### src/rtl/ex_muldiv_unit_if.sv
// Bundle of the EX-stage multiply/divide request, MTHI/MTLO and result signals.
// The pipeline side drives through the master modport; the execution unit uses slave.
interface ex_muldiv_unit_if #(
  parameter int DATA_W = 32
);
  logic              start;
  logic [1:0]        op;
  logic [DATA_W-1:0] rs_val;
  logic [DATA_W-1:0] rt_val;
  logic              abort;
  logic              hi_wr;
  logic              lo_wr;
  logic [DATA_W-1:0] wr_data;
  logic              busy;
  logic              done;
  logic              div_zero;
  logic [DATA_W-1:0] hi;
  logic [DATA_W-1:0] lo;

  modport master (
    output start, op, rs_val, rt_val, abort, hi_wr, lo_wr, wr_data,
    input  busy, done, div_zero, hi, lo
  );

  modport slave (
    input  start, op, rs_val, rt_val, abort, hi_wr, lo_wr, wr_data,
    output busy, done, div_zero, hi, lo
  );
endinterface

### src/rtl/ex_muldiv_unit.sv
// Multi-cycle multiply/divide unit with HI/LO registers for the EX stage.
// Radix-2 shift-add multiply and restoring divide run on operand magnitudes;
// signs are applied in a final FIX cycle that also writes HI/LO.
// An optional single-cycle multiplier bypasses the iteration for MULT/MULTU.
module ex_muldiv_unit #(
  parameter int DATA_W   = 32,
  parameter bit MUL_FAST = 1'b0
) (
  input logic             clk,
  input logic             reset,
  ex_muldiv_unit_if.slave bus
);

  localparam int CNT_W = $clog2(DATA_W + 1);
  localparam int ACC_W = 2 * DATA_W;
  localparam logic [CNT_W-1:0] CNT_LAST = CNT_W'(DATA_W - 1);
  localparam logic [CNT_W-1:0] CNT_ONE  = CNT_W'(1'b1);

  typedef enum logic [1:0] {
    ST_IDLE = 2'd0,
    ST_CALC = 2'd1,
    ST_FIX  = 2'd2
  } state_e;

  state_e            state_r;
  logic [CNT_W-1:0]  cnt_r;
  // Multiply: {partial product, remaining multiplier bits}.
  // Divide:   {partial remainder, dividend bits shifting into quotient}.
  logic [ACC_W-1:0]  acc_r;
  logic [DATA_W-1:0] b_r;       // multiplicand / divisor magnitude
  logic              is_mul_r;
  logic              neg_q_r;   // negate product (MUL) or quotient (DIV)
  logic              neg_r_r;   // negate remainder (DIV)
  logic              dz_pend_r; // op in flight is a divide by zero
  logic              busy_r;
  logic              done_r;
  logic              div_zero_r;
  logic [DATA_W-1:0] hi_r;
  logic [DATA_W-1:0] lo_r;

  logic              signed_op_s;
  logic              is_mul_op_s;
  logic [DATA_W-1:0] a_mag_s;
  logic [DATA_W-1:0] b_mag_s;
  logic [DATA_W:0]   mul_sum_s;
  logic [ACC_W-1:0]  mul_step_s;
  logic [DATA_W:0]   div_shift_s;
  logic [DATA_W:0]   div_diff_s;
  logic [ACC_W-1:0]  div_step_s;
  logic [ACC_W-1:0]  fast_prod_s;
  logic [ACC_W-1:0]  prod_fix_s;
  logic [DATA_W-1:0] res_hi_s;
  logic [DATA_W-1:0] res_lo_s;

  // Magnitude of an operand; unsigned ops pass the raw value through.
  function automatic logic [DATA_W-1:0] mag_f(input logic [DATA_W-1:0] v,
                                              input logic              signed_op);
    logic [DATA_W-1:0] m;
    if (signed_op && v[DATA_W-1]) begin
      m = -v;
    end else begin
      m = v;
    end
    return m;
  endfunction

  // Decode the incoming op and take operand magnitudes.
  always_comb begin
    signed_op_s = ~bus.op[0];
    is_mul_op_s = ~bus.op[1];
    a_mag_s     = mag_f(bus.rs_val, signed_op_s);
    b_mag_s     = mag_f(bus.rt_val, signed_op_s);
  end

  // One radix-2 iteration of shift-add multiply and restoring divide.
  always_comb begin
    mul_sum_s   = {1'b0, acc_r[ACC_W-1:DATA_W]}
                + (acc_r[0] ? {1'b0, b_r} : {(DATA_W + 1){1'b0}});
    mul_step_s  = {mul_sum_s, acc_r[DATA_W-1:1]};
    div_shift_s = {acc_r[ACC_W-1:DATA_W], acc_r[DATA_W-1]};
    div_diff_s  = div_shift_s - {1'b0, b_r};
    if (div_shift_s >= {1'b0, b_r}) begin
      div_step_s = {div_diff_s[DATA_W-1:0], acc_r[DATA_W-2:0], 1'b1};
    end else begin
      div_step_s = {div_shift_s[DATA_W-1:0], acc_r[DATA_W-2:0], 1'b0};
    end
  end

  generate
    if (MUL_FAST) begin : g_fast_mul
      assign fast_prod_s = ACC_W'(a_mag_s) * ACC_W'(b_mag_s);
    end else begin : g_no_fast_mul
      assign fast_prod_s = {ACC_W{1'b0}};
    end
  endgenerate

  // Apply result signs; a divide-by-zero carries its final HI/LO in acc_r unsigned.
  always_comb begin
    prod_fix_s = neg_q_r ? -acc_r : acc_r;
    if (is_mul_r) begin
      res_hi_s = prod_fix_s[ACC_W-1:DATA_W];
      res_lo_s = prod_fix_s[DATA_W-1:0];
    end else begin
      res_lo_s = neg_q_r ? -acc_r[DATA_W-1:0] : acc_r[DATA_W-1:0];
      res_hi_s = neg_r_r ? -acc_r[ACC_W-1:DATA_W] : acc_r[ACC_W-1:DATA_W];
    end
  end

  // Control FSM, datapath registers and HI/LO with registered status outputs.
  always_ff @(posedge clk or negedge reset) begin
    if (!reset) begin
      state_r    <= ST_IDLE;
      cnt_r      <= {CNT_W{1'b0}};
      acc_r      <= {ACC_W{1'b0}};
      b_r        <= {DATA_W{1'b0}};
      is_mul_r   <= 1'b0;
      neg_q_r    <= 1'b0;
      neg_r_r    <= 1'b0;
      dz_pend_r  <= 1'b0;
      busy_r     <= 1'b0;
      done_r     <= 1'b0;
      div_zero_r <= 1'b0;
      hi_r       <= {DATA_W{1'b0}};
      lo_r       <= {DATA_W{1'b0}};
    end else begin
      done_r <= 1'b0;
      case (state_r)
        ST_IDLE: begin
          if (bus.hi_wr) begin
            hi_r <= bus.wr_data;
          end
          if (bus.lo_wr) begin
            lo_r <= bus.wr_data;
          end
          if (bus.start && !bus.abort) begin
            cnt_r      <= {CNT_W{1'b0}};
            div_zero_r <= 1'b0;
            is_mul_r   <= is_mul_op_s;
            b_r        <= b_mag_s;
            busy_r     <= 1'b1;
            if (is_mul_op_s) begin
              neg_q_r   <= signed_op_s & (bus.rs_val[DATA_W-1] ^ bus.rt_val[DATA_W-1]);
              neg_r_r   <= 1'b0;
              dz_pend_r <= 1'b0;
              if (MUL_FAST) begin
                acc_r   <= fast_prod_s;
                state_r <= ST_FIX;
              end else begin
                acc_r   <= {{DATA_W{1'b0}}, a_mag_s};
                state_r <= ST_CALC;
              end
            end else if (bus.rt_val == {DATA_W{1'b0}}) begin
              // Divide by zero: result is fixed, skip the iteration.
              acc_r     <= {bus.rs_val, {DATA_W{1'b1}}};
              neg_q_r   <= 1'b0;
              neg_r_r   <= 1'b0;
              dz_pend_r <= 1'b1;
              state_r   <= ST_FIX;
            end else begin
              acc_r     <= {{DATA_W{1'b0}}, a_mag_s};
              neg_q_r   <= signed_op_s & (bus.rs_val[DATA_W-1] ^ bus.rt_val[DATA_W-1]);
              neg_r_r   <= signed_op_s & bus.rs_val[DATA_W-1];
              dz_pend_r <= 1'b0;
              state_r   <= ST_CALC;
            end
          end
        end
        ST_CALC: begin
          if (bus.abort) begin
            state_r <= ST_IDLE;
            busy_r  <= 1'b0;
          end else begin
            acc_r <= is_mul_r ? mul_step_s : div_step_s;
            cnt_r <= cnt_r + CNT_ONE;
            if (cnt_r == CNT_LAST) begin
              state_r <= ST_FIX;
            end
          end
        end
        ST_FIX: begin
          state_r <= ST_IDLE;
          busy_r  <= 1'b0;
          if (!bus.abort) begin
            hi_r       <= res_hi_s;
            lo_r       <= res_lo_s;
            done_r     <= 1'b1;
            div_zero_r <= dz_pend_r;
          end
        end
        default: begin
          state_r <= ST_IDLE;
          busy_r  <= 1'b0;
        end
      endcase
    end
  end

  assign bus.busy     = busy_r;
  assign bus.done     = done_r;
  assign bus.div_zero = div_zero_r;
  assign bus.hi       = hi_r;
  assign bus.lo       = lo_r;

endmodule

### src/flat_wrapper.sv
// flat-port wrapper written by rule: the top's interface ports become plain ports
module ex_muldiv_unit_flat 
#(
  parameter int DATA_W   = 32,
  parameter bit MUL_FAST = 1'b0
)
  (clk, reset, bus_start, bus_op, bus_rs_val, bus_rt_val, bus_abort, bus_hi_wr, bus_lo_wr, bus_wr_data, bus_busy, bus_done, bus_div_zero, bus_hi, bus_lo);
  ex_muldiv_unit_if #(.DATA_W(DATA_W)) bus_i ();
  input logic clk;
  input logic reset;
  input wire logic [$bits(bus_i.start)-1:0] bus_start;
  input wire logic [$bits(bus_i.op)-1:0] bus_op;
  input wire logic [$bits(bus_i.rs_val)-1:0] bus_rs_val;
  input wire logic [$bits(bus_i.rt_val)-1:0] bus_rt_val;
  input wire logic [$bits(bus_i.abort)-1:0] bus_abort;
  input wire logic [$bits(bus_i.hi_wr)-1:0] bus_hi_wr;
  input wire logic [$bits(bus_i.lo_wr)-1:0] bus_lo_wr;
  input wire logic [$bits(bus_i.wr_data)-1:0] bus_wr_data;
  output wire logic [$bits(bus_i.busy)-1:0] bus_busy;
  output wire logic [$bits(bus_i.done)-1:0] bus_done;
  output wire logic [$bits(bus_i.div_zero)-1:0] bus_div_zero;
  output wire logic [$bits(bus_i.hi)-1:0] bus_hi;
  output wire logic [$bits(bus_i.lo)-1:0] bus_lo;
  assign bus_i.start = bus_start;
  assign bus_i.op = bus_op;
  assign bus_i.rs_val = bus_rs_val;
  assign bus_i.rt_val = bus_rt_val;
  assign bus_i.abort = bus_abort;
  assign bus_i.hi_wr = bus_hi_wr;
  assign bus_i.lo_wr = bus_lo_wr;
  assign bus_i.wr_data = bus_wr_data;
  assign bus_busy = bus_i.busy;
  assign bus_done = bus_i.done;
  assign bus_div_zero = bus_i.div_zero;
  assign bus_hi = bus_i.hi;
  assign bus_lo = bus_i.lo;
  ex_muldiv_unit #(.DATA_W(DATA_W), .MUL_FAST(MUL_FAST)) u_core (.clk(clk), .reset(reset), .bus(bus_i));
endmodule
### config.mk
export PLATFORM = sky130hd
export DESIGN_NAME = ex_muldiv_unit_flat
export DESIGN_NICKNAME = d
export VERILOG_FILES = /design/src/rtl/ex_muldiv_unit_if.sv /design/src/rtl/ex_muldiv_unit.sv /design/src/flat_wrapper.sv
export SDC_FILE = /design/constraint.sdc
export NUM_CORES = 1
export LEC_CHECK = 0
export CAP_MARGIN = 40
export CELL_PAD_IN_SITES_DETAIL_PLACEMENT = 2
export CELL_PAD_IN_SITES_GLOBAL_PLACEMENT = 2
export CORE_ASPECT_RATIO = 1.75
export CORE_MARGIN = 3
export CORE_UTILIZATION = 37
export CTS_CLUSTER_SIZE = 24
export DETAILED_ROUTE_END_ITERATION = 8
export PLACE_DENSITY_LB_ADDON = 0.3
export SLEW_MARGIN = 0
export SYNTH_ARGS = -nofsm -noshare
export SYNTH_HDL_FRONTEND = slang
export SYNTH_SLANG_ARGS = --single-unit
export TNS_END_PERCENT = 5
### constraint.sdc
create_clock -name clk -period 9.65 [get_ports clk]
set_input_delay 2.4125 -clock clk [delete_from_list [all_inputs] [get_ports clk]]
set_output_delay 2.4125 -clock clk [all_outputs]
set_load 0.005 [all_outputs]
## Yosys cells after proc, flatten, opt, wreduce, memory -nomap -nowiden

Cells that the tools add are included.
W data, S select, Z words.

| cells by class | value |
|---|---|
| add/sub/neg operators | 8 |
| multipliers | 0 |
| divide/modulo/power cells | 0 |
| $lt $le $gt $ge | 1 |
| eq/ne operators | 10 |
| shift-type cells | 0 |
| multiplexer cells | 44 |
| bitwise gates (word level) | 5 |
| reductions and logical operators | 15 |

Operators by type and width:

| cell | count |
|---|---|
| $mux W64 | 7 |
| $mux W32 | 11 |
| $neg A32 Y32 | 4 |
| $pmux W32 S2 | 2 |
| $pmux W64 S2 | 1 |
| $neg A64 Y64 | 1 |
| $add A32 B32 Y33 | 1 |
| $ge A33 B32 Y1 | 1 |
| $logic_not A32 Y1 | 1 |
| $sub A32 B32 Y32 | 1 |
| $mux W1 | 12 |
| $mux W6 | 2 |
| $pmux W6 S2 | 1 |
| $reduce_and A3 Y1 | 4 |
| $mux W2 | 5 |
| $ne A2 B2 Y1 const B | 5 |
| $add A6 B1 Y6 const B | 1 |
| $eq A6 B5 Y1 const B | 1 |
| $reduce_and A2 Y1 | 3 |
| $pmux W1 S2 | 2 |
| $pmux W2 S2 | 1 |
| $reduce_bool A2 Y1 | 2 |
| $logic_and A1 B1 Y1 | 3 |
| $ne A3 B2 Y1 const B | 1 |
| other kinds (8) | 10 |

| word-level totals | value |
|---|---|
| bits in registers | 175 |
| bits in latches | 0 |
| RAM bits | 0 |
| memory bits (read-only) | 0 |
| input port bits | 104 |
| output and inout port bits | 67 |
| word-level logic and storage cells | 96 |
| memories kept | 0 |

## Depth between registers and ports, before layout

Gate-level depths: netlist of run 1.

| depth | value |
|---|---|
| word-level depth | 7 |
| gate-level depth with buffers | 14 |
| mapped depth without buffers | 13 |

## Least setup slack after synthesis of run 1

No wires, ideal clock.

| timing | value |
|---|---|
| path type | input to register |
| from | input port bus_rs_val[19] |
| to | register u_core.acc_r[28] |
| setup time | 64 ps |
| data arrival time | 4454 ps |
| data required time | 9586 ps |
| setup slack | 5132 ps |
| stages | 8 |
| buffers on the path | 0 |
| cell sequence | or4_1 -> or4_1 -> nor4_2 -> nand3_1 -> o31ai_1 -> xor2_1 -> a221oi_1 -> a21o_1 |

| on the way | value |
|---|---|
| cells in the longest elaborated chain, start to end | 6 |

RTL lines:

| item | RTL line | source |
|---|---|---|
| start, declared | flat_wrapper.sv:13 | `input wire logic [$bits(bus_i.rs_val)-1:0] bus_rs_val;` |
| $neg A32 Y32 * | ex_muldiv_unit.sv:60 | `m = -v;` |
| $mux W32 * | ex_muldiv_unit.sv:59 | `if (signed_op && v[DATA_W-1]) begin` |
| $mux W64 | ex_muldiv_unit.sv:152 | `end else if (bus.rt_val == {DATA_W{1'b0}}) begin` |
| $mux W64 * | ex_muldiv_unit.sv:141 | `if (is_mul_op_s) begin` |
| $mux W64 * | ex_muldiv_unit.sv:135 | `if (bus.start && !bus.abort) begin` |
| $pmux W64 S2 * | ex_muldiv_unit.sv:127 | `case (state_r)` |
| end signal, assigned | ex_muldiv_unit.sv:146 | `acc_r <= fast_prod_s;` |
| end signal, assigned | ex_muldiv_unit.sv:149 | `acc_r <= {{DATA_W{1'b0}}, a_mag_s};` |
| end signal, assigned | ex_muldiv_unit.sv:154 | `acc_r <= {bus.rs_val, {DATA_W{1'b1}}};` |
| end, declared | ex_muldiv_unit.sv:29 | `logic [ACC_W-1:0] acc_r;` |

Mark *: on every way between the ends. The rest lies on a longest branch, timed or not. The select of a mux whose other input is x is not followed.
A chain may end at the register's enable or synchronous reset.

## Final worst setup path of run 1

| timing | value |
|---|---|
| from | input port bus_rt_val[3] |
| to | register u_core.acc_r[63] |

| on the way | value |
|---|---|
| cells in the longest elaborated chain, start to end | 5 |

RTL lines:

| item | RTL line | source |
|---|---|---|
| start, declared | flat_wrapper.sv:14 | `input wire logic [$bits(bus_i.rt_val)-1:0] bus_rt_val;` |
| $logic_not A32 Y1 | ex_muldiv_unit.sv:152 |  |
| $mux W64 | ex_muldiv_unit.sv:152 |  |
| $mux W64 | ex_muldiv_unit.sv:141 |  |
| $mux W64 | ex_muldiv_unit.sv:135 |  |
| $pmux W64 S2 | ex_muldiv_unit.sv:127 |  |

No other way between the ends. The select of a mux whose other input is x is not followed.

==> results of run 1 <==
-- final cells by class --
class | instances | area, um2
Clock buffer | 18 | 429
Clock inverter | 14 | 169
Fill cell | 4676 | 22700
Inverter | 53 | 199
Multi-Input combinational cell | 1593 | 10300
Sequential cell | 175 | 4380
Tap cell | 550 | 688
Timing Repair Buffer | 202 | 1980
-- through the flow --
| step | hold WS (ns) | util | total power (W) | setup slack, ns | instance area (um2) |
|---|---|---|---|---|---|
| 2_1_floorplan | 0.450 | - | 0.00296 | 5.13 | 15300 |
| 3_3_place_gp | 0.458 | 0.427 | 0.00384 | 3.82 | 17400 |
| 3_5_place_dp | 0.465 | 0.429 | 0.00398 | 3.73 | 17500 |
| 4_1_cts | 0.482 | 0.444 | 0.00474 | 4.21 | 18100 |
| 5_1_grt | 0.503 | 0.444 | 0.00505 | 3.94 | 18100 |
| 6_report | 0.477 | 0.444 | 0.00475 | 4.26 | 18100 |
-- Yosys cell counts (16+ instances only) --
master,count,area share
nand2_1,251,0.062
nor2_1,213,0.052
dfrtp_1,175,0.29
o21ai_0,148,0.048
a21oi_1,126,0.041
clkbuf_1,99,0.024
xnor2_1,89,0.051
xor2_1,77,0.044
a21o_1,72,0.035
ha_1,69,0.056
inv_1,52,0.013
o31ai_1,47,0.023
mux2i_1,45,0.029
a31oi_1,35,0.014
nand3_1,34,0.011
a211oi_1,25,0.012
nor3_1,25,0.0082
nand2b_1,19,0.0078
a221oi_1,18,0.010
nand4_1,17,0.0069
and3_1,16,0.0065
nor4_1,16,0.0065
-- worst max path at each step --
stage / from / endpoint / slack (ns) / depth (start not counted)
floorplan: bus_rs_val[19] / u_core.acc_r[28] / 5.13 / 8
global placement: bus_rt_val[3] / u_core.acc_r[63] / 3.82 / 11
detailed placement: bus_rt_val[3] / u_core.acc_r[63] / 3.73 / 11
CTS: bus_rt_val[3] / u_core.acc_r[63] / 4.21 / 11
global route: bus_rt_val[3] / u_core.acc_r[63] / 3.94 / 11
finish: bus_rt_val[3] / u_core.acc_r[63] / 4.26 / 11
-- state kept, by name (all words and copies together), names as in the netlist --
| register | flops |
|---|---|
| u_core.b_r | 32 |
| u_core.acc_r | 64 |
| u_core.bus.hi | 32 |
| u_core.bus.lo | 32 |
| u_core.cnt_r | 6 |
| u_core.neg_r_r | 1 |
| u_core.dz_pend_r | 1 |
| u_core.bus.busy | 1 |
| u_core.is_mul_r | 1 |
| u_core.neg_q_r | 1 |
| u_core.bus.done | 1 |
| u_core.bus.div_zero | 1 |
| u_core.state_r | 2 |
-- where the power goes --
part / switching (W) / leakage, nW / internal [W]
Clock: 0.000363 / 0.293 / 0.000371
Combinational: 0.00163 / 5.19 / 0.00110
Sequential: 0.000393 / 2.15 / 0.000899
Total: 0.00238 / 7.64 / 0.00237
-- per-layer routing --
metal  vias to the layer above  part of all wire  global-route usage
met3                       205             0.028              0.0351
met5                         -                 0                   0
met2                       415              0.54               0.608
li1                       7224                 -                   -
met1                      8059              0.35               0.308
met4                         0             0.077               0.216
-- logic make-up (layout without fill, tap and decap cells) --
logic type	after synthesis	after routing
adders and majority gates	71	71
muxes	60	60
xor gates and xnor gates	166	166
AOI/OAI and AO/OA	613	613
and+or+nand+nor	683	683
DFF	175	175
buffers and inverters	176	287
==> flow_metrics.py, run 1 <==
metrics = {
    "route": {
        "drc_errors": 0,
        "drt-total-wl_mm": 69.5,
        "num_vias": 15900,
        "drt-initial-drc-count": 761,
        "viasPerCell": 6.10,
        "antenna_left": 0,
        "dr.pass1.iters": 4,
        "wl_per_cell_um": 26.7,
    },
    "grt": {
        "grt_pass1_vias": 17800,
        "grtUsageTotal": 0.313,
        "grt_pass1_wl_mm": 107,
        "antenna_found_initial": 0,
        "grt-ovfl-total": 0,
        "grt_max_degree": 66,
    },
    "synthesis": {
        "synth_area_mm2": 0.0153,
        "syn_inst": 1944,
        "avgSynthCellArea_um2": 7.87,
        "synth_top_family_by_area": "compound AO/OA/AOI/OAI gates",
        "ys_ff_latch": 175,
        "synth_fa_ha_area_frac": 0.0590,
        "synth-edff-count": 0,
        "synth-seq-area-share": 0.286,
        "synthMuxAreaShare": 0.0405,
        "ys_async_sr_fraction": 1.00,
        "synth_cell_type_count": 88,
        "synth_flop_cell": "dfrtp_1",
        "synthXorXnorAreaFrac": 0.0950,
        "synth_compound_area_frac": 0.265,
        "synth-simple-area-share": 0.209,
        "synth_nets": 2119,
        "yosysWarnings": 0,
    },
    "critical_path": {
        "crit_path_max_incr_delay_ns": 0.56,
        "crit_family": "simple AND/OR/NAND/NOR gates",
        "slowest_stage": "nand4_1",
        "crit_path_cell_trace": "clkdlybuf4s50_1, nor3_1, nand4_1, nor4_4, and3_1, buf_4, and3_1, a21oi_1, nor3b_1, a22o_1, a31oi_1",
        "path_common_cell": "and3_1",
        "cp.arrival_ns": 5.79,
        "rrSetupSlack_ns": 5.02,
        "worstSetupEndpointType": "flip-flop",
        "crit_buf_inv": 2,
        "start_kind": "input pin",
        "reg2reg_to": "u_core.acc_r[36]",
        "critPathMaxFanout": 30,
        "required_ns": 10.05,
        "path_class": "in2reg",
        "rr_startpoint": "u_core.acc_r[46]",
        "reg2regPathDepth": 10,
    },
    "power_and_ir_drop": {
        "ir_drop_mv": 0.156,
        "power_leakage_nw": 7.64,
        "p_per_area_mw_per_mm2": 262,
    },
    "min_path": {
        "min_to": "u_core.bus.lo[21]",
        "hold_path_class": "reg2reg",
        "whs_path_depth": 1,
        "hold_path.startpoint": "u_core.bus.lo[21]",
    },
    "status": {
        "status": "complete, no violations",
    },
    "finish": {
        "layout_common_cells": "nand2_1, nor2_1, dfrtp_1",
        "area_delta_synth_final_pct": 18.3,
        "fin_cells": 2605,
        "layout-drive-gt1-share": 0.0599,
        "fin_nets": 2217,
        "n_antenna_cell": 0,
        "final_common_cell": "nand2_1",
    },
    "floorplanning": {
        "rows": 98,
        "initial_core_util": 0.375,
        "die_y_um": 275,
        "die_x_um": 160,
        "dieArea_mm2": 0.0439,
        "io_pins": 171,
        "fp.coreArea_mm2": 0.0408,
    },
    "place": {
        "io_buffers": 170,
        "dp_cells": 2573,
        "gp_congestion": 0.907,
        "dp_hpwl_mm": 55.7,
    },
    "sta": {
        "hold_violations": 0,
        "max_freq_ghz": 0.185,
        "maxSlewHeadroom": 0.374,
        "period_minus_slack_ns": 5.39,
        "setup-violations-final": 0,
        "slew_violations": 0,
        "tns_ns": 0,
        "fin_skew_ns": 0.0119,
        "tightest_slew_ns": 0.930,
        "rsz0062_at_grt": "no",
        "timing.final.crit_share": 0.559,
    },
    "clocking": {
        "hold_buffers": 0,
        "tritoncts": "done",
        "post_cts_buffers": 0,
        "cts_num_sinks": 175,
        "htree_levels": 4,
        "clk_path_buf_depth": 2,
        "clockRootBuffer": "clkbuf_16",
        "ctsResizeCount": 0,
        "insertion_delay_ns": 0.48,
        "clk_pin_slew_worst_paths_ns": 0.08,
        "cts_buffers": 17,
    },
    "run": {
        "cap_violations": 0,
    },
}
Power figures use the tool's default switching activity.
==> run 2, diff against run 1 <==
- CORE_UTILIZATION: 37 -> 34
- clock period: 9.65 -> 5.45 ns (I/O delays scaled with it)
==> flow_metrics.py, run 2 (same netlist as run 1, synthesis figures left out) <==
metrics = {
    "status": {
        "status": "complete, no violations",
    },
    "place": {
        "dp_hpwl_mm": 56.8,
        "io_buffers": 170,
        "gp_congestion": 0.947,
    },
    "sta": {
        "rsz0062_at_grt": "no",
        "hold_violations": 0,
        "tightest_slew_ns": 0.874,
        "setup-violations-final": 0,
        "fin_skew_ns": 0.0153,
        "slew_violations": 0,
        "period_minus_slack_ns": 4.22,
        "timing.final.crit_share": 0.775,
        "max_freq_ghz": 0.237,
        "tns_ns": 0,
        "maxSlewHeadroom": 0.417,
    },
    "route": {
        "drt-total-wl_mm": 70.7,
        "drt-initial-drc-count": 745,
        "routed-wl-met2_mm": 37.8,
        "wl_met3_mm": 2.40,
        "antenna_left": 0,
        "dr.max_layer_used": "met5",
        "drt-met1-wl_mm": 24.3,
        "drc_errors": 0,
        "num_vias": 16000,
        "viasPerCell": 6.06,
        "wl_per_cell_um": 26.7,
        "dr.pass1.iters": 5,
    },
    "floorplanning": {
        "dieArea_mm2": 0.0477,
        "rows": 102,
        "die_y_um": 287,
        "initial_core_util": 0.345,
        "die_x_um": 166,
        "fp.coreArea_mm2": 0.0444,
        "io_pins": 171,
    },
    "clocking": {
        "clockRootBuffer": "clkbuf_16",
        "tritoncts": "done",
        "clk_path_buf_depth": 2,
        "cts_buffers": 17,
        "hold_buffers": 0,
        "insertion_delay_ns": 0.47,
        "clk_pin_slew_worst_paths_ns": 0.09,
        "post_cts_buffers": 0,
        "htree_levels": 4,
        "cts_num_sinks": 175,
        "ctsResizeCount": 0,
    },
    "critical_path": {
        "worstSetupEndpointType": "flip-flop",
        "cp.arrival_ns": 4.62,
        "path_class": "reg2reg",
        "start_kind": "flip-flop",
        "required_ns": 5.84,
        "critPathMaxFanout": 23,
        "reg2regPathDepth": 13,
    },
    "finish": {
        "fin_util": 0.412,
        "regArea_mm2": 0.00438,
        "largest_register": "u_core.acc_r",
        "num-fill-cells": 5023,
        "layout-drive-gt1-share": 0.0698,
        "largest_reg_flops": 64,
        "n_antenna_cell": 0,
        "fin_nets": 2238,
        "layout_common_cells": "nand2_1, nor2_1, dfrtp_1",
        "final_common_cell": "nand2_1",
        "area_delta_synth_final_pct": 19.5,
        "multi_input_area_mm2": 0.0103,
    },
    "run": {
        "cap_violations": 0,
    },
    "power_and_ir_drop": {
        "p_per_area_mw_per_mm2": 464,
        "ir_drop_mv": 0.196,
        "power_leakage_nw": 7.74,
    },
    "grt": {
        "grt-ovfl-total": 0,
        "grt_max_degree": 84,
        "grt_pass1_wl_mm": 107,
        "grt_pass1_vias": 17800,
        "antenna_found_initial": 1,
        "grtUsageTotal": 0.291,
    },
    "min_path": {
        "whs_path_depth": 1,
        "hold_path_class": "reg2reg",
    },
}
[run 2: critical path, cell delays in order (launching register included)]
cell and delay [ns]:
dfrtp_1 0.47, clkinv_1 0.39, buf_4 0.37, nor2_1 0.12
ha_1 0.25, nand3_1 0.18, or2_2 0.34, a21oi_1 0.45
o21ai_0 0.26, a221o_1 0.47, a41o_1 0.34, a2bb2oi_1 0.18
a22o_1 0.19, a31oi_1 0.13
[run 2: metrics by stage]
| stage | cells | hold WS (ns) | power [W] | area (um2) | setup slack [ns] |
|---|---|---|---|---|---|
| detailed placement | 2616 | 0.469 | 0.00713 | 17700 | 0.886 |
| finish | 2648 | 0.480 | 0.00849 | 18300 | 1.23 |
| global placement | 2609 | 0.460 | 0.00694 | 17600 | 0.898 |
| CTS | 2648 | 0.487 | 0.00849 | 18300 | 1.22 |
| floorplan | 1944 | 0.450 | 0.00524 | 15300 | 1.98 |
| global route | 2648 | 0.495 | 0.00904 | 18300 | 0.928 |
[run 2: worst paths after layout]
| check | endpoint | slack (ns) | start |
|---|---|---|---|
| setup / recovery | u_core.acc_r[63] | 1.23 | u_core.acc_r[0] |
| max in group asynchronous | u_core.b_r[11] | 3.71 | reset |
| hold / removal | u_core.bus.hi[2] | 0.48 | u_core.bus.hi[2] |
| min in group asynchronous | u_core.acc_r[9] | 0.67 | reset |
| setup reg to reg | u_core.acc_r[63] | 1.23 | u_core.acc_r[0] |
| hold reg to reg | u_core.bus.hi[2] | 0.48 | u_core.bus.hi[2] |
[run 2: per-layer routing]
layer / up-vias / global-route usage
met5: - / 0
met4: 2 / 0.216
met3: 242 / 0.0378
met2: 488 / 0.558
met1: 8047 / 0.280
li1: 7264 / -
[run 2: area by class of cell]
cell class / count / area share
inverter: 53 / 0.0109
multi-input combinational: 1593 / 0.561
sequential: 175 / 0.239
timing repair buffer: 223 / 0.117
tap: 572 / 0.0391
clock buffer: 17 / 0.0233
clock inverter: 15 / 0.00889
[run 2: power breakdown]
part           switching [W]  internal (W)  total (W)
sequential          0.000551       0.00159    0.00215
clock               0.000666      0.000618    0.00128
combinational        0.00305       0.00201    0.00506
total                0.00427       0.00423    0.00849
==> run 3, diff against run 2 <==
- CORE_UTILIZATION: 34 -> 31
- clock period: 5.45 -> 3.8 ns (I/O delays scaled with it)
==> flow_metrics.py, run 3 (same netlist as run 1, synthesis figures left out) <==
metrics = {
    "sta": {
        "tightest_slew_ns": 0.863,
        "slew_violations": 0,
        "timing.final.crit_share": 0.955,
        "max_freq_ghz": 0.276,
        "period_minus_slack_ns": 3.63,
        "rsz0062_at_grt": "no",
        "fin_skew_ns": 0.0132,
        "maxSlewHeadroom": 0.423,
        "setup-violations-final": 0,
        "hold_violations": 0,
    },
    "critical_path": {
        "worstSetupEndpointType": "flip-flop",
        "start_kind": "flip-flop",
        "cp.arrival_ns": 4.03,
        "path_class": "reg2reg",
        "required_ns": 4.20,
        "critPathMaxFanout": 4,
    },
    "place": {
        "dp_hpwl_mm": 60.5,
        "gp_congestion": 0.890,
        "io_buffers": 170,
        "dp_cells": 2803,
    },
    "grt": {
        "grt_pass1_wl_mm": 113,
        "grt_max_degree": 64,
        "use_met3": 0.0374,
        "grt-busiest-layer": "met2",
        "grtUsageTotal": 0.280,
        "grt-ovfl-total": 0,
        "grt_use_met2": 0.538,
        "met1_usage": 0.270,
        "grt_pass1_vias": 18500,
        "antenna_found_initial": 1,
    },
    "finish": {
        "layout-drive-gt1-share": 0.117,
        "largest_reg_flops": 64,
        "layout_common_cells": "nand2_1, nor2_1, dfrtp_1",
        "regArea_mm2": 0.00438,
        "num-fill-cells": 5639,
        "largest_register": "u_core.acc_r",
        "fin_nets": 2344,
        "final_common_cell": "nand2_1",
        "fin_cells": 2837,
        "multi_input_area_mm2": 0.0103,
        "area_delta_synth_final_pct": 25.8,
    },
    "floorplanning": {
        "die_x_um": 174,
        "dieArea_mm2": 0.0522,
        "io_pins": 171,
        "die_y_um": 300,
        "fp.coreArea_mm2": 0.0487,
        "rows": 107,
        "initial_core_util": 0.314,
    },
    "route": {
        "dr.pass1.iters": 4,
        "antenna_left": 0,
        "wl_per_cell_um": 25.9,
        "drt-initial-drc-count": 768,
        "viasPerCell": 5.75,
        "drc_errors": 0,
        "num_vias": 16300,
        "drt-total-wl_mm": 73.5,
    },
    "clocking": {
        "htree_levels": 4,
        "insertion_delay_ns": 0.48,
        "tritoncts": "done",
        "clk_pin_slew_worst_paths_ns": 0.08,
        "clockRootBuffer": "clkbuf_16",
        "cts_num_sinks": 175,
        "cts_buffers": 17,
        "clk_path_buf_depth": 2,
    },
    "min_path": {
        "hold_path_class": "in2async",
    },
    "run": {
        "cap_violations": 0,
    },
    "power_and_ir_drop": {
        "power_leakage_nw": 8.25,
        "total_power_w": 0.0127,
        "ir_drop_mv": 0.406,
        "p_per_area_mw_per_mm2": 660,
    },
    "status": {
        "status": "complete, no violations",
    },
}
==> run 3: final cells by class <==
| cell class | count | share of cell area |
|---|---|---|
| Multi-Input combinational cell | 1593 | 0.535 |
| Antenna cell | 1 | 0.000130 |
| Sequential cell | 175 | 0.228 |
| Clock buffer | 19 | 0.0235 |
| Inverter | 53 | 0.0105 |
| Tap cell | 654 | 0.0425 |
| Timing Repair Buffer | 329 | 0.155 |
| Clock inverter | 13 | 0.00539 |
==> run 3: metal layers <==
layer  wire [um]  vias up
met4        6220        0
met1       25600     8156
li1            -     7473
met2       39400      465
met5           0        -
met3        2260      210
==> run 3: final timing paths <==
path | from | to | slack [ns] | cells past startpoint
min | reset | u_core.acc_r[7] | 0.48 | 1
max reg2reg | u_core.b_r[0] | u_core.acc_r[60] | 0.17 | 12
max | u_core.b_r[0] | u_core.acc_r[60] | 0.17 | 12
min reg2reg | u_core.bus.hi[28] | u_core.bus.hi[28] | 0.48 | 2
min in group clk | u_core.bus.hi[28] | u_core.bus.hi[28] | 0.48 | 2
max in group asynchronous | reset | u_core.is_mul_r | 2.46 | 2
==> run 3: per-stage QoR <==
step	TNS, ns	area [um2]	setup WS [ns]	hold WS (ns)	utilization
floorplan	0	15300	0.544	0.450	-
global placement	-0.0762	18600	-0.0502	0.460	0.383
detailed placement	-0.451	18600	-0.113	0.472	0.383
CTS	0	19200	0.0551	0.492	0.394
global route	0	19300	0.00147	0.504	0.395
finish	0	19300	0.170	0.483	0.395
==> run 3: worst max-delay path, stage by stage (launching register included) <==
cell and delay (ns):
dfrtp_1 0.46, ha_1 0.22, inv_1 0.06, fa_1 0.41, a21o_1 0.23, a22o_1 0.20, o41a_1 0.44, a221oi_4 0.37
o21ai_1 0.19, a221oi_1 0.38, xor2_1 0.15, a211o_1 0.32, o21ai_1 0.11
==> run 3: where the power goes <==
group	internal (W)	switching, W	total [W]
clock network	0.000883	0.000884	0.00177
logic	0.00335	0.00468	0.00803
registers	0.00229	0.000612	0.00291
total	0.00653	0.00617	0.0127
==> run 3: timing repair <==
| action | 4_1_cts | 5_1_grt |
|---|---|---|
| gates resized for setup | 1 | 7 |
| setup buffers | 0 | 1 |
| hold endpoints to repair | 0 | 0 |
| hold buffers | 0 | 0 |
| pin swaps | 0 | 1 |
| setup endpoints to repair | 2 | 8 |
